File: src/rtl/vram_write_buffer.sv
// VRAM port owner: display reads take the port whenever the display is active; CPU pixel
// writes are queued in a FIFO and drained into VRAM during blanking.
module vram_write_buffer #(
    parameter int unsigned DEPTH = 16,
    parameter int unsigned AW    = 20,
    parameter int unsigned DW    = 12
) (
    input  logic                       clk,
    input  logic                       rst,
    input  logic                       flush,
    input  logic                       wr_valid,
    output logic                       wr_ready,
    input  logic [AW-1:0]              wr_addr,
    input  logic [DW-1:0]              wr_data,
    input  logic                       disp_active,
    input  logic [AW-1:0]              disp_addr,
    output logic [DW-1:0]              disp_data,
    output logic                       disp_valid,
    output logic [AW-1:0]              ram_addr,
    output logic                       ram_we,
    output logic [DW-1:0]              ram_wdata,
    input  logic [DW-1:0]              ram_rdata,
    output logic [$clog2(DEPTH):0]     fifo_level,
    output logic                       fifo_empty
);

    localparam int unsigned PW = $clog2(DEPTH);
    localparam int unsigned LW = PW + 1;
    localparam int unsigned EW = AW + DW;

    logic [EW-1:0] mem_q [DEPTH];

    logic [PW-1:0] wr_ptr_q, wr_ptr_d;
    logic [PW-1:0] rd_ptr_q, rd_ptr_d;
    logic [LW-1:0] level_q, level_d;
    logic [AW-1:0] ram_addr_q, ram_addr_d;
    logic [DW-1:0] ram_wdata_q, ram_wdata_d;
    logic          ram_we_q, ram_we_d;
    logic [2:0]    act_q, act_d;
    logic [DW-1:0] disp_data_q, disp_data_d;

    logic          push;
    logic          pop;
    logic [EW-1:0] head;

    assign wr_ready   = (level_q != LW'(DEPTH));
    assign fifo_empty = (level_q == '0);
    assign push       = wr_valid & wr_ready;
    assign pop        = ~disp_active & ~fifo_empty;
    assign head       = mem_q[rd_ptr_q];

    // Next-state: FIFO bookkeeping, RAM port arbitration and display delay line.
    always_comb begin
        wr_ptr_d    = wr_ptr_q;
        rd_ptr_d    = rd_ptr_q;
        level_d     = level_q;
        ram_addr_d  = ram_addr_q;
        ram_wdata_d = ram_wdata_q;
        ram_we_d    = 1'b0;
        act_d       = {act_q[1:0], disp_active};
        disp_data_d = act_q[1] ? ram_rdata : '0;

        if (push) begin
            wr_ptr_d = wr_ptr_q + PW'(1);
        end
        if (pop) begin
            rd_ptr_d = rd_ptr_q + PW'(1);
        end
        unique case ({push, pop})
            2'b10:   level_d = level_q + LW'(1);
            2'b01:   level_d = level_q - LW'(1);
            default: level_d = level_q;
        endcase

        if (disp_active) begin
            ram_addr_d = disp_addr;
        end else if (pop) begin
            ram_addr_d  = head[EW-1:DW];
            ram_wdata_d = head[DW-1:0];
            ram_we_d    = 1'b1;
        end

        if (flush) begin
            wr_ptr_d    = '0;
            rd_ptr_d    = '0;
            level_d     = '0;
            ram_addr_d  = '0;
            ram_wdata_d = '0;
            ram_we_d    = 1'b0;
            act_d       = '0;
            disp_data_d = '0;
        end
    end

    always_ff @(posedge clk) begin
        if (rst) begin
            wr_ptr_q    <= '0;
            rd_ptr_q    <= '0;
            level_q     <= '0;
            ram_addr_q  <= '0;
            ram_wdata_q <= '0;
            ram_we_q    <= 1'b0;
            act_q       <= '0;
            disp_data_q <= '0;
        end else begin
            wr_ptr_q    <= wr_ptr_d;
            rd_ptr_q    <= rd_ptr_d;
            level_q     <= level_d;
            ram_addr_q  <= ram_addr_d;
            ram_wdata_q <= ram_wdata_d;
            ram_we_q    <= ram_we_d;
            act_q       <= act_d;
            disp_data_q <= disp_data_d;
        end
    end

    // Storage needs no reset; stale entries are unreachable once the pointers clear.
    always_ff @(posedge clk) begin
        if (push) begin
            mem_q[wr_ptr_q] <= {wr_addr, wr_data};
        end
    end

    assign fifo_level = level_q;
    assign ram_addr   = ram_addr_q;
    assign ram_we     = ram_we_q;
    assign ram_wdata  = ram_wdata_q;
    assign disp_data  = disp_data_q;
    assign disp_valid = act_q[2];

endmodule

File: config.mk
export PLATFORM = sky130hd
export DESIGN_NAME = vram_write_buffer
export DESIGN_NICKNAME = d
export VERILOG_FILES = /design/src/rtl/vram_write_buffer.sv
export SDC_FILE = /design/constraint.sdc
export NUM_CORES = 1
export LEC_CHECK = 0
export CORE_MARGIN = 2
export CORE_UTILIZATION = 63
export DETAILED_ROUTE_END_ITERATION = 12
export DONT_BUFFER_PORTS = 1
export HOLD_SLACK_MARGIN = 0.05
export PLACE_DENSITY = 0.76
export SLEW_MARGIN = 15
export SYNTH_ARGS = -nofsm -noshare
export SYNTH_HDL_FRONTEND = slang
export SYNTH_SLANG_ARGS = --single-unit
File: constraint.sdc
create_clock -name clk -period 4.8 [get_ports clk]
set_input_delay 0 -clock clk [delete_from_list [all_inputs] [get_ports clk]]
set_output_delay 0 -clock clk [all_outputs]
set_load 0.02 [all_outputs]
# --- Yosys cells after proc, flatten, opt, wreduce, memory -nomap -nowiden ---
# Memory sizes are Yosys's and may differ from the RTL's. A register that Yosys moved wholly into a read port is not among the register bits.
# Cells that the tools add are included.
op_classes:
  mux: 8
  n_eq_ne: 3
  n_addsub: 4
  n_bitwise: 5
  n_reduce_logical: 7
op_table:
  columns: ["cell", "n"]
  rows:
  - ["20-bit two-way mux", 2]
  - ["5-bit case mux with 2 select lines", 1]
  - ["4-bit by 1-bit adder with 4-bit output (second input constant)", 2]
  - ["4-bit two-way mux", 2]
  - ["3-bit OR reduction", 2]
  - ["5-bit by 1-bit adder with 5-bit output (second input constant)", 1]
  - ["5-bit zero test", 1]
  - ["5-bit != test (second input constant)", 1]
  - ["5-bit by 1-bit subtractor with 5-bit output (second input constant)", 1]
  - ["2-bit nonzero test", 2]
  - ["1-bit two-way mux", 3]
  - ["1-bit NOT", 3]
  - ["1-bit bitwise AND", 2]
  - ["2-bit by 1-bit equality test with 1-bit output (second input constant)", 1]
  - ["2-bit equality test (second input constant)", 1]
  - ["2-bit AND reduction", 1]
  - ["2-bit OR reduction", 1]
word_totals:
  ram_bits: 512
  elab_cells: 36
  regBits: 61
  n_memories: 1
mem_list:
  columns: ["memory", "words", "width", "read_ports", "rd_clocked_by_memory_dff", "write_ports", "line", "text"]
  rows:
  - ["mem_q", 16, 32, 1, 1, 1, "31", "logic [EW-1:0] mem_q [DEPTH];"]

# --- Depth between registers and ports, before layout ---
# Gate-level depths: netlist of run 1.
logic_depth:
  ltp_word: 5
  mapped_depth: 16

# --- Worst setup path after synthesis of run 1 ---
# No wires, ideal clock.
synth_timing:
  kind: "reg-to-reg"
  start: "register level_q[2] (netlist: fifo_level[2])"
  end: "memory mem_q[3][0] in the netlist's numbering, enable pin"
  period_less_slack_ps: 3882
  t_arrival_ps: 3421
  setup_time_ps: 461
  path_stages_with_launch: 6
  path_buffers: 1
  setup_slack_ps: 918
  required_time_ps: 4339
  path_cell_list: "dfxtp_1 -> buf_2 -> nor4_4 -> a21boi_2 -> nand2_1 -> nor3_1"
synth_via:
  elab_chain_cells: 4
synth_rtl:
  columns: ["element", "line", "text"]
  rows:
  - ["start: declaration", "35", "logic [LW-1:0] level_q, level_d;"]
  - ["start signal: assignment", "108", "level_q <= level_d;"]
  - ["5-bit != test", "46", "assign wr_ready = (level_q != LW'(DEPTH));"]
  - ["1-bit bitwise AND", "48", "assign push = wr_valid & wr_ready;"]
  - ["1-bit two-way mux", "119", "if (push) begin"]
  - ["1-bit two-way mux (not written as such)", "120", "mem_q[wr_ptr_q] <= {wr_addr, wr_data};"]
  - ["end: declaration", "31", null]
# Every way passes these cells.

==> results of run 1 <==
layout by cell type (no fill, tap or decap), types with 8 or more instances in the layout:
cell | Yosys | routed
a2111oi_2 | 9 | 9
buf_4 | 11 | 29
dlygate4sd3_1 | 0 | 97
edfxtp_1 | 512 | 512
o221ai_1 | 12 | 12
o21a_1 | 11 | 11
dfxtp_1 | 65 | 62
a21oi_1 | 31 | 31
a22oi_1 | 12 | 12
and3_1 | 12 | 12
mux4_1 | 10 | 10
o22ai_1 | 24 | 24
nand2_1 | 36 | 36
o21ai_0 | 30 | 30
nor2_1 | 30 | 16
inv_1 | 16 | 16
clkinv_1 | 1 | 12
nor2_4 | 0 | 13
mux4_2 | 76 | 76
mux2_2 | 26 | 26
clkbuf_1 | 25 | 19
nor3_1 | 16 | 12
a221oi_1 | 13 | 13
ha_1 | 8 | 8
a31oi_1 | 15 | 15
mux2i_1 | 61 | 61
clkbuf_16 | 0 | 57
sequential cells by signal, indices dropped and copies added, names as in the netlist, named ones only:
signal and cells:
act_q 3, disp_data 12, fifo_level 5, mem_q 512, ram_addr 20, ram_wdata 12
ram_we 1, rd_ptr_q 4, wr_ptr_q 4
what timing repair did:
action / in CTS / in global routing
endpoints found under the hold margin: 568 / 0
hold buffers: 98 / 0
gates resized for setup: 0 / 0
endpoints found under the setup margin: 0 / 0
worst register-to-register path, cell delays in order, from the launching register on:
cell and delay (ns):
dfxtp_4 0.83, buf_4 0.57, mux4_2 0.60, mux2i_1 0.25
o21ai_0 0.25, a22o_1 0.27, dlygate4sd3_1 0.58
final cells by class:
class | count | area (µm²) | area share [%]
Sequential cell | 577 | 16700 | 65.6
Multi-Input combinational cell | 505 | 5140 | 20.2
Clock buffer | 81 | 1570 | 6.15
Timing Repair Buffer | 129 | 1250 | 4.91
Tap cell | 455 | 569 | 2.24
Clock inverter | 21 | 173 | 0.678
Inverter | 19 | 71.3 | 0.280
logic make-up (layout without fill, tap and decap cells):
kind of cell | count (synthesis) | in the layout
adder cells (fa/ha/maj) | 8 | 8
XOR/XNOR | 10 | 10
multiplexers | 173 | 173
flip-flops | 577 | 577
buffers and inverters | 92 | 250
AO/OA/AOI/OAI | 188 | 188
AND/OR/NAND/NOR | 126 | 126
stage by stage:
step | hold WS (ns) | utilization (%) | power [mW] | std cells
6_report | 0.129 | 73.5 | 10.1 | 1787
3_3_place_gp | 0.0995 | 65.6 | 5.86 | 1586
5_1_grt | 0.124 | 73.5 | 10.3 | 1787
4_1_cts | 0.0956 | 73.5 | 10.1 | 1786
2_1_floorplan | 0.0989 | - | 5.81 | 1174
3_5_place_dp | 0.0995 | 65.6 | 5.87 | 1586
cells in the mapped netlist (8+ instances only):
cell / instances
o221ai_1: 12
dfxtp_1: 65
buf_6: 8
mux2i_1: 61
nand2_1: 36
edfxtp_1: 512
a21oi_1: 31
inv_1: 16
and3_1: 12
mux2_2: 26
nor2_1: 30
o21a_1: 11
mux4_2: 76
ha_1: 8
a2111oi_2: 9
nor3_1: 16
buf_2: 25
a221oi_1: 13
a31oi_1: 15
a22oi_1: 12
mux4_1: 10
buf_4: 11
o21ai_0: 30
o22ai_1: 24
clkbuf_1: 25
power breakdown:
part           leakage, nW  internal [mW]  switching (mW)
clock                0.844           2.41            1.76
sequential            5.15           5.50          0.0442
combinational         2.11          0.131           0.206
total                 8.10           8.04            2.01
per-layer routing:
metal / wire (µm) / vias up
met2: 23900 / 500
met4: 995 / 2
li1: - / 5001
met5: 13 / -
met3: 3800 / 75
met1: 19200 / 5876
worst paths after layout:
check                                         start                  endpoint  slack (ns)  cells past startpoint
worst max-delay path                       register  ram_addr[6]$_SDFFE_PP0P_        1.33                      6
worst min-delay path                   disp_addr[2]  ram_addr[2]$_SDFFE_PP0P_        0.13                      3
worst max register to register             register  ram_addr[6]$_SDFFE_PP0P_        1.33                      6
worst min register to register  act_q[0]$_SDFF_PP0_       act_q[1]$_SDFF_PP0_        0.43                      1
==> summary.txt, run 1 <==
Placed design
  • RD Place Congestion: 0.748
  • Worst setup slack before clock tree synthesis: 1.45 ns
  • Count of input and output buffers: 0
  • Hpwl dp: 26500 µm
  • Dpl cell area: 22700 µm²

Drt
  • Final routed wirelength across all metal layers: 47900 µm
  • Number of detailed-routing iterations run before antenna repair: 5
  • Vias: 11500
  • Drt via density: 6.41
  • Post-route ant nets: 0
  • Number of DRC markers in iteration 0: 1033
  • Remaining design rule violation count: 0
  • Average detailed-routed wire length per instance: 26.8 µm

GRT
  • Maximum number of pins on one net before global-route repair: 62
  • Global-route usage over all layers: 26.7%
  • GR Layer Usage met1: 35.9%
  • Number of global-route vias before repair: 11700
  • Wire length of the first global-routing pass: 70900 µm
  • Met2 track demand over resource: 44.5%
  • Number of antenna violations at the first check in global routing: 1
  • Most congested layer reported by global routing: met2
  • Total global routing overflow: 0
  • Routing usage on met3: 5.96%

Worst hold path
  • Path type of the worst min-delay path: primary input to register

Finish
  • Proportion of layout cells with a drive suffix above 1: 18.2%
  • Final Instance Area: 25500 µm²
  • Number of inserted filler cells in the final layout: 1981
  • Post-synthesis to final-layout area growth: 14.7%
  • Antenna Cells: 0
  • Number of nets in the layout: 1364

Timing
  • Final count of pins violating max slew: 0
  • Worst clock skew: 0.0167 ns
  • Upper clock frequency limit: 288 MHz
  • Total setup violations reported at the end of the flow: 0
  • Transition time at the pin with the least slew margin: 1.19 ns
  • Total negative slack: 0 ns
  • Clock period minus final worst setup slack: 3.47 ns
  • Setup slack after layout: 1.33 ns
  • Remaining max-slew budget at the tightest pin: 20.8%
  • Setup repair after global routing missed its margin: no
  • Final number of hold-violating endpoints: 0
  • Final worst path period share: 72.3%

Yosys
  • Number of unique standard cell types used by synthesis: 56
  • Mapped cell area: 22200 µm²
  • Synth warnings: 0
  • Synth top area share: 69.3%
  • Synth Area in Adders: 0.451%
  • Portion of netlist area occupied by mux cells: 13.0%
  • Post-Synthesis Net Count: 1251
  • Area leader, netlist: edfxtp_1
  • Average cell area after synthesis: 18.9 µm²
  • Main combinational cell family by area after synthesis: multiplexers
  • Dominant cells by area after synthesis: edfxtp_1 69%, mux4_2 7.7%, dfxtp_1 5.9%
  • Ys async rst share: 0%
  • Area fraction in compound gates after synthesis: 5.96%
  • Syn Inst Count: 1174
  • Register bit total from synthesis: 577
  • Main synth FF type: edfxtp_1
  • Post-synth EDFFs: 512
  • Simple-Gate Fraction of Synth Area: 2.85%
  • Sequential-to-total area share from yosys stat: 75.2%
  • Xor/xnor cell area share of the yosys netlist: 0.395%

CTS
  • Root Driver: clkbuf_16
  • Clock Path Buffers: 3
  • Number of sinks handled by clock tree synthesis: 577
  • Source-to-sink clock delay at the later pin of the worst-skew pair: 0.60 ns
  • Buffer count from post-CTS setup fixing: 0
  • Number of clock buffers inserted by TritonCTS: 55
  • Total number of H-tree levels: 2
  • CTS tree: done
  • Register clock-pin slew on the reported worst setup and hold paths: 0.06 ns

Run
  • Max-capacitance violation count: 0

Critical path
  • Startpoint type of the worst setup path: register
  • Slowest stage delay, CP: 0.83 ns
  • Required time reported for the critical path endpoint: 5.26 ns
  • Maximum fanout along the worst path: 60
  • Crit-path slowest cell: dfxtp_4
  • Crit path max-delay family: buffers and inverters
  • CP Cell Sequence: buf_4 > mux4_2 > mux2i_1 > o21ai_0 > a22o_1 > dlygate4sd3_1
  • Capturing element type of the critical path: register
  • Worst path bufs/invs: 2
  • Critical path arrival: 3.94 ns
  • Worst Path Class, Setup: register to register

Die
  • Initial core utilization: 64.1%
  • Floorplan die width: 192 µm
  • I/O pin count: 122
  • Chip height: 192 µm
  • Floorplan row count: 68
  • CORE AREA: 34600 µm²
  • Die area: 36700 µm²

Pwr
  • Power Dens Cells: 395 nW/µm²
  • Worst VDD drop: 346 µV
  • Lkg Pwr: 8.10 nW

Run status
  • Outcome: finished clean
(Power assumes the default switching activity.)
==> inputs of run 2 (changes only) <==
==> constraint.sdc (replaced) <==
create_clock -name clk -period 3.6 [get_ports clk]
set_input_delay 0 -clock clk [delete_from_list [all_inputs] [get_ports clk]]
set_output_delay 0 -clock clk [all_outputs]
set_load 0.02 [all_outputs]
==> summary.txt, run 2 (synthesis results as in run 1) <==
Critical path
  • Slowest stage delay, CP: 0.78 ns (was 0.83 ns)
  • Worst Path Class, Setup: register to register (unchanged)
  • Capturing element type of the critical path: register (unchanged)
  • CP Cell Sequence: buf_4 > mux4_1 > mux2_2 > o22ai_1 > a2111oi_2 > dlygate4sd3_1 (was buf_4 > mux4_2 > mux2i_1 > o21ai_0 > a22o_1 > dlygate4sd3_1)
  • Maximum fanout along the worst path: 42 (was 60)
  • Capturing point of the worst reg2reg path: ram_addr[18]$_SDFFE_PP0P_ (was ram_addr[6]$_SDFFE_PP0P_)
  • Worst Reg-to-Reg Cells: 6 (unchanged)
  • Crit-path slowest cell: dfxtp_4 (unchanged)
  • Required time reported for the critical path endpoint: 4.08 ns (was 5.26 ns)
  • Critical path arrival: 3.61 ns (was 3.94 ns)
  • Startpoint type of the worst setup path: register (unchanged)
  • Register-to-register setup slack: 0.47 ns (was 1.33 ns)

Timing
  • Transition time at the pin with the least slew margin: 0.902 ns (was 1.19 ns)
  • Total negative slack: 0 ns (unchanged)
  • Worst hold margin: 0.0759 ns (was 0.129 ns)
  • Remaining max-slew budget at the tightest pin: 39.9% (was 20.8%)
  • Final worst path period share: 86.8% (was 72.3%)
  • Clock period minus final worst setup slack: 3.13 ns (was 3.47 ns)
  • Final number of hold-violating endpoints: 0 (unchanged)
  • Worst clock skew: 0.0273 ns (was 0.0167 ns)
  • Total setup violations reported at the end of the flow: 0 (unchanged)
  • Setup repair after global routing missed its margin: no (unchanged)
  • Upper clock frequency limit: 320 MHz (was 288 MHz)
  • Final count of pins violating max slew: 0 (unchanged)

GRT
  • Most congested layer reported by global routing: met2 (unchanged)
  • Routing usage on met3: 5.04% (was 5.96%)
  • Wire length of the first global-routing pass: 72300 µm (was 70900 µm)
  • Total global routing overflow: 0 (unchanged)
  • GR Layer Usage met1: 37.8% (was 35.9%)
  • Global-route usage over all layers: 27.2% (was 26.7%)
  • Maximum number of pins on one net before global-route repair: 52 (was 62)
  • Number of antenna violations at the first check in global routing: 1 (unchanged)
  • Met2 track demand over resource: 45.8% (was 44.5%)
  • Number of global-route vias before repair: 11600 (was 11700)

Die
  • CORE AREA: 34600 µm² (unchanged)
  • Die area: 36700 µm² (unchanged)
  • Chip height: 192 µm (unchanged)
  • Floorplan die width: 192 µm (unchanged)
  • Initial core utilization: 64.1% (unchanged)
  • I/O pin count: 122 (unchanged)
  • Floorplan row count: 68 (unchanged)

Run status
  • Outcome: finished clean (unchanged)

Placed design
  • RD Place Congestion: 0.756 (was 0.748)
  • Dpl cell area: 22900 µm² (was 22700 µm²)
  • Hpwl dp: 27300 µm (was 26500 µm)
  • Count of input and output buffers: 0 (unchanged)

Finish
  • Final Instance Area: 25700 µm² (was 25500 µm²)
  • Number of nets in the layout: 1376 (was 1364)
  • Proportion of layout cells with a drive suffix above 1: 19.5% (was 18.2%)
  • Highest-count cells in the layout ignoring fill and taps: 512 x edfxtp_1, 97 x dlygate4sd3_1, 76 x mux4_2, 62 x dfxtp_1, 61 x mux2i_1 (unchanged)
  • Max reg flops: 512 (unchanged)
  • Register ranked first by flip-flop count: mem_q (unchanged)
  • Most common cell after layout, fill and taps aside: edfxtp_1 (unchanged)
  • Post-synthesis to final-layout area growth: 15.7% (was 14.7%)

CTS
  • Source-to-sink clock delay at the later pin of the worst-skew pair: 0.61 ns (was 0.60 ns)
  • Number of sinks handled by clock tree synthesis: 577 (unchanged)
  • CTS tree: done (unchanged)
  • Register clock-pin slew on the reported worst setup and hold paths: 0.06 ns (about the same)
  • Root Driver: clkbuf_16 (unchanged)
  • Number of cells upsized or downsized after cts: 0 (unchanged)
  • Clock Path Buffers: 3 (unchanged)
  • Total number of H-tree levels: 2 (unchanged)
  • Number of clock buffers inserted by TritonCTS: 54 (was 55)

Drt
  • Final routed wirelength across all metal layers: 48600 µm (was 47900 µm)
  • Number of DRC markers in iteration 0: 968 (was 1033)
  • Vias: 11700 (was 11500)
  • Post-route ant nets: 0 (unchanged)
  • Remaining design rule violation count: 0 (unchanged)
  • Drt via density: 6.49 (was 6.41)
  • Average detailed-routed wire length per instance: 26.9 µm (was 26.8 µm)
  • Number of detailed-routing iterations run before antenna repair: 5 (unchanged)

Pwr
  • Sequential cell fraction of total power: 55.0% (was 55.2%)
  • Internal power: 10.7 mW (was 8.04 mW)
  • Switching Share: 20.2% (was 20.0%)
  • Total power after layout: 13.4 mW (was 10.1 mW)
  • Lkg Pwr: 8.19 nW (was 8.10 nW)
  • Worst VDD drop: 456 µV (was 346 µV)
  • Portion of total power attributed to the clock network: 41.5% (about the same)
  • P_sw: 2.71 mW (was 2.01 mW)
  • Relative contribution of combinational cells to total power: 3.4% (was 3.3%)
  • Power Dens Cells: 523 nW/µm² (was 395 nW/µm²)

Worst hold path
  • Worst hold start: wr_valid (was disp_addr[2])
  • Hold Path Depth: 4 (was 3)
  • Hold path endpoint: fifo_level[4]$_SDFFE_PP0P_ (was ram_addr[2]$_SDFFE_PP0P_)
  • Path type of the worst min-delay path: primary input to register (unchanged)

Run
  • Max-capacitance violation count: 0 (unchanged)
run 2: critical path: cells and delay by family, from the launching register on:
family          cells  cell delay, ns
buf+inv             2            0.96
flops               1            0.78
mux                 2            0.90
compound gates      2            0.34
run 2: layout make-up:
class	count	area (µm²)
flip-flops and latches	577	16700
well taps	455	569
clock buffers	72	1490
multi-input cells	505	5160
repair buffers	142	1420
diodes	2	5.00
clock inverters	30	258
inverters	19	71.3
fillers	1926	8970
run 2: worst max-delay path by stage:
stage,from,endpoint,slack (ns),depth (start not counted)
finish,register,ram_addr[18]$_SDFFE_PP0P_,0.47,6
global route,register,ram_addr[19]$_SDFFE_PP0P_,0.35,6
CTS,register,ram_addr[18]$_SDFFE_PP0P_,0.49,6
detailed placement,fifo_level[0]$_SDFFE_PP0P_,fifo_level[4]$_SDFFE_PP0P_,0.65,13
global placement,fifo_level[0]$_SDFFE_PP0P_,fifo_level[4]$_SDFFE_PP0P_,0.79,13
floorplan,fifo_level[2]$_SDFFE_PP0P_,mem_q[15][0]$_DFFE_PP_,0.57,5
run 2: timing repair:
action                     CTS  global route
setup endpoints to repair    0             0
hold buffers                98             0
buffers inserted             0             0
hold endpoints to repair   568             0
run 2: per-stage QoR:
step                cells  util, %  setup WS [ns]
floorplan            1174        -          0.573
global placement     1600     66.2          0.785
detailed placement   1600     66.2          0.651
CTS                  1800     74.1          0.486
global route         1800     74.1          0.352
finish               1802     74.1          0.474
run 2: power by group through the flow:
stage / Sequential, mW / Clock (mW) / Combinational (mW)
6_report: 7.39 / 5.58 / 0.460
5_1_grt: 7.39 / 5.91 / 0.495
4_1_cts: 7.39 / 5.64 / 0.456
3_5_place_dp: 7.53 / 0 / 0.295
3_3_place_gp: 7.53 / 0 / 0.287
2_1_floorplan: 7.52 / 0 / 0.219
run 2: routing by layer:
metal  wire [µm]  vias up
li1            -     5045
met1       19200     5984
met2       24400      576
met3        4120       83
met4         808        0
met5           0        -
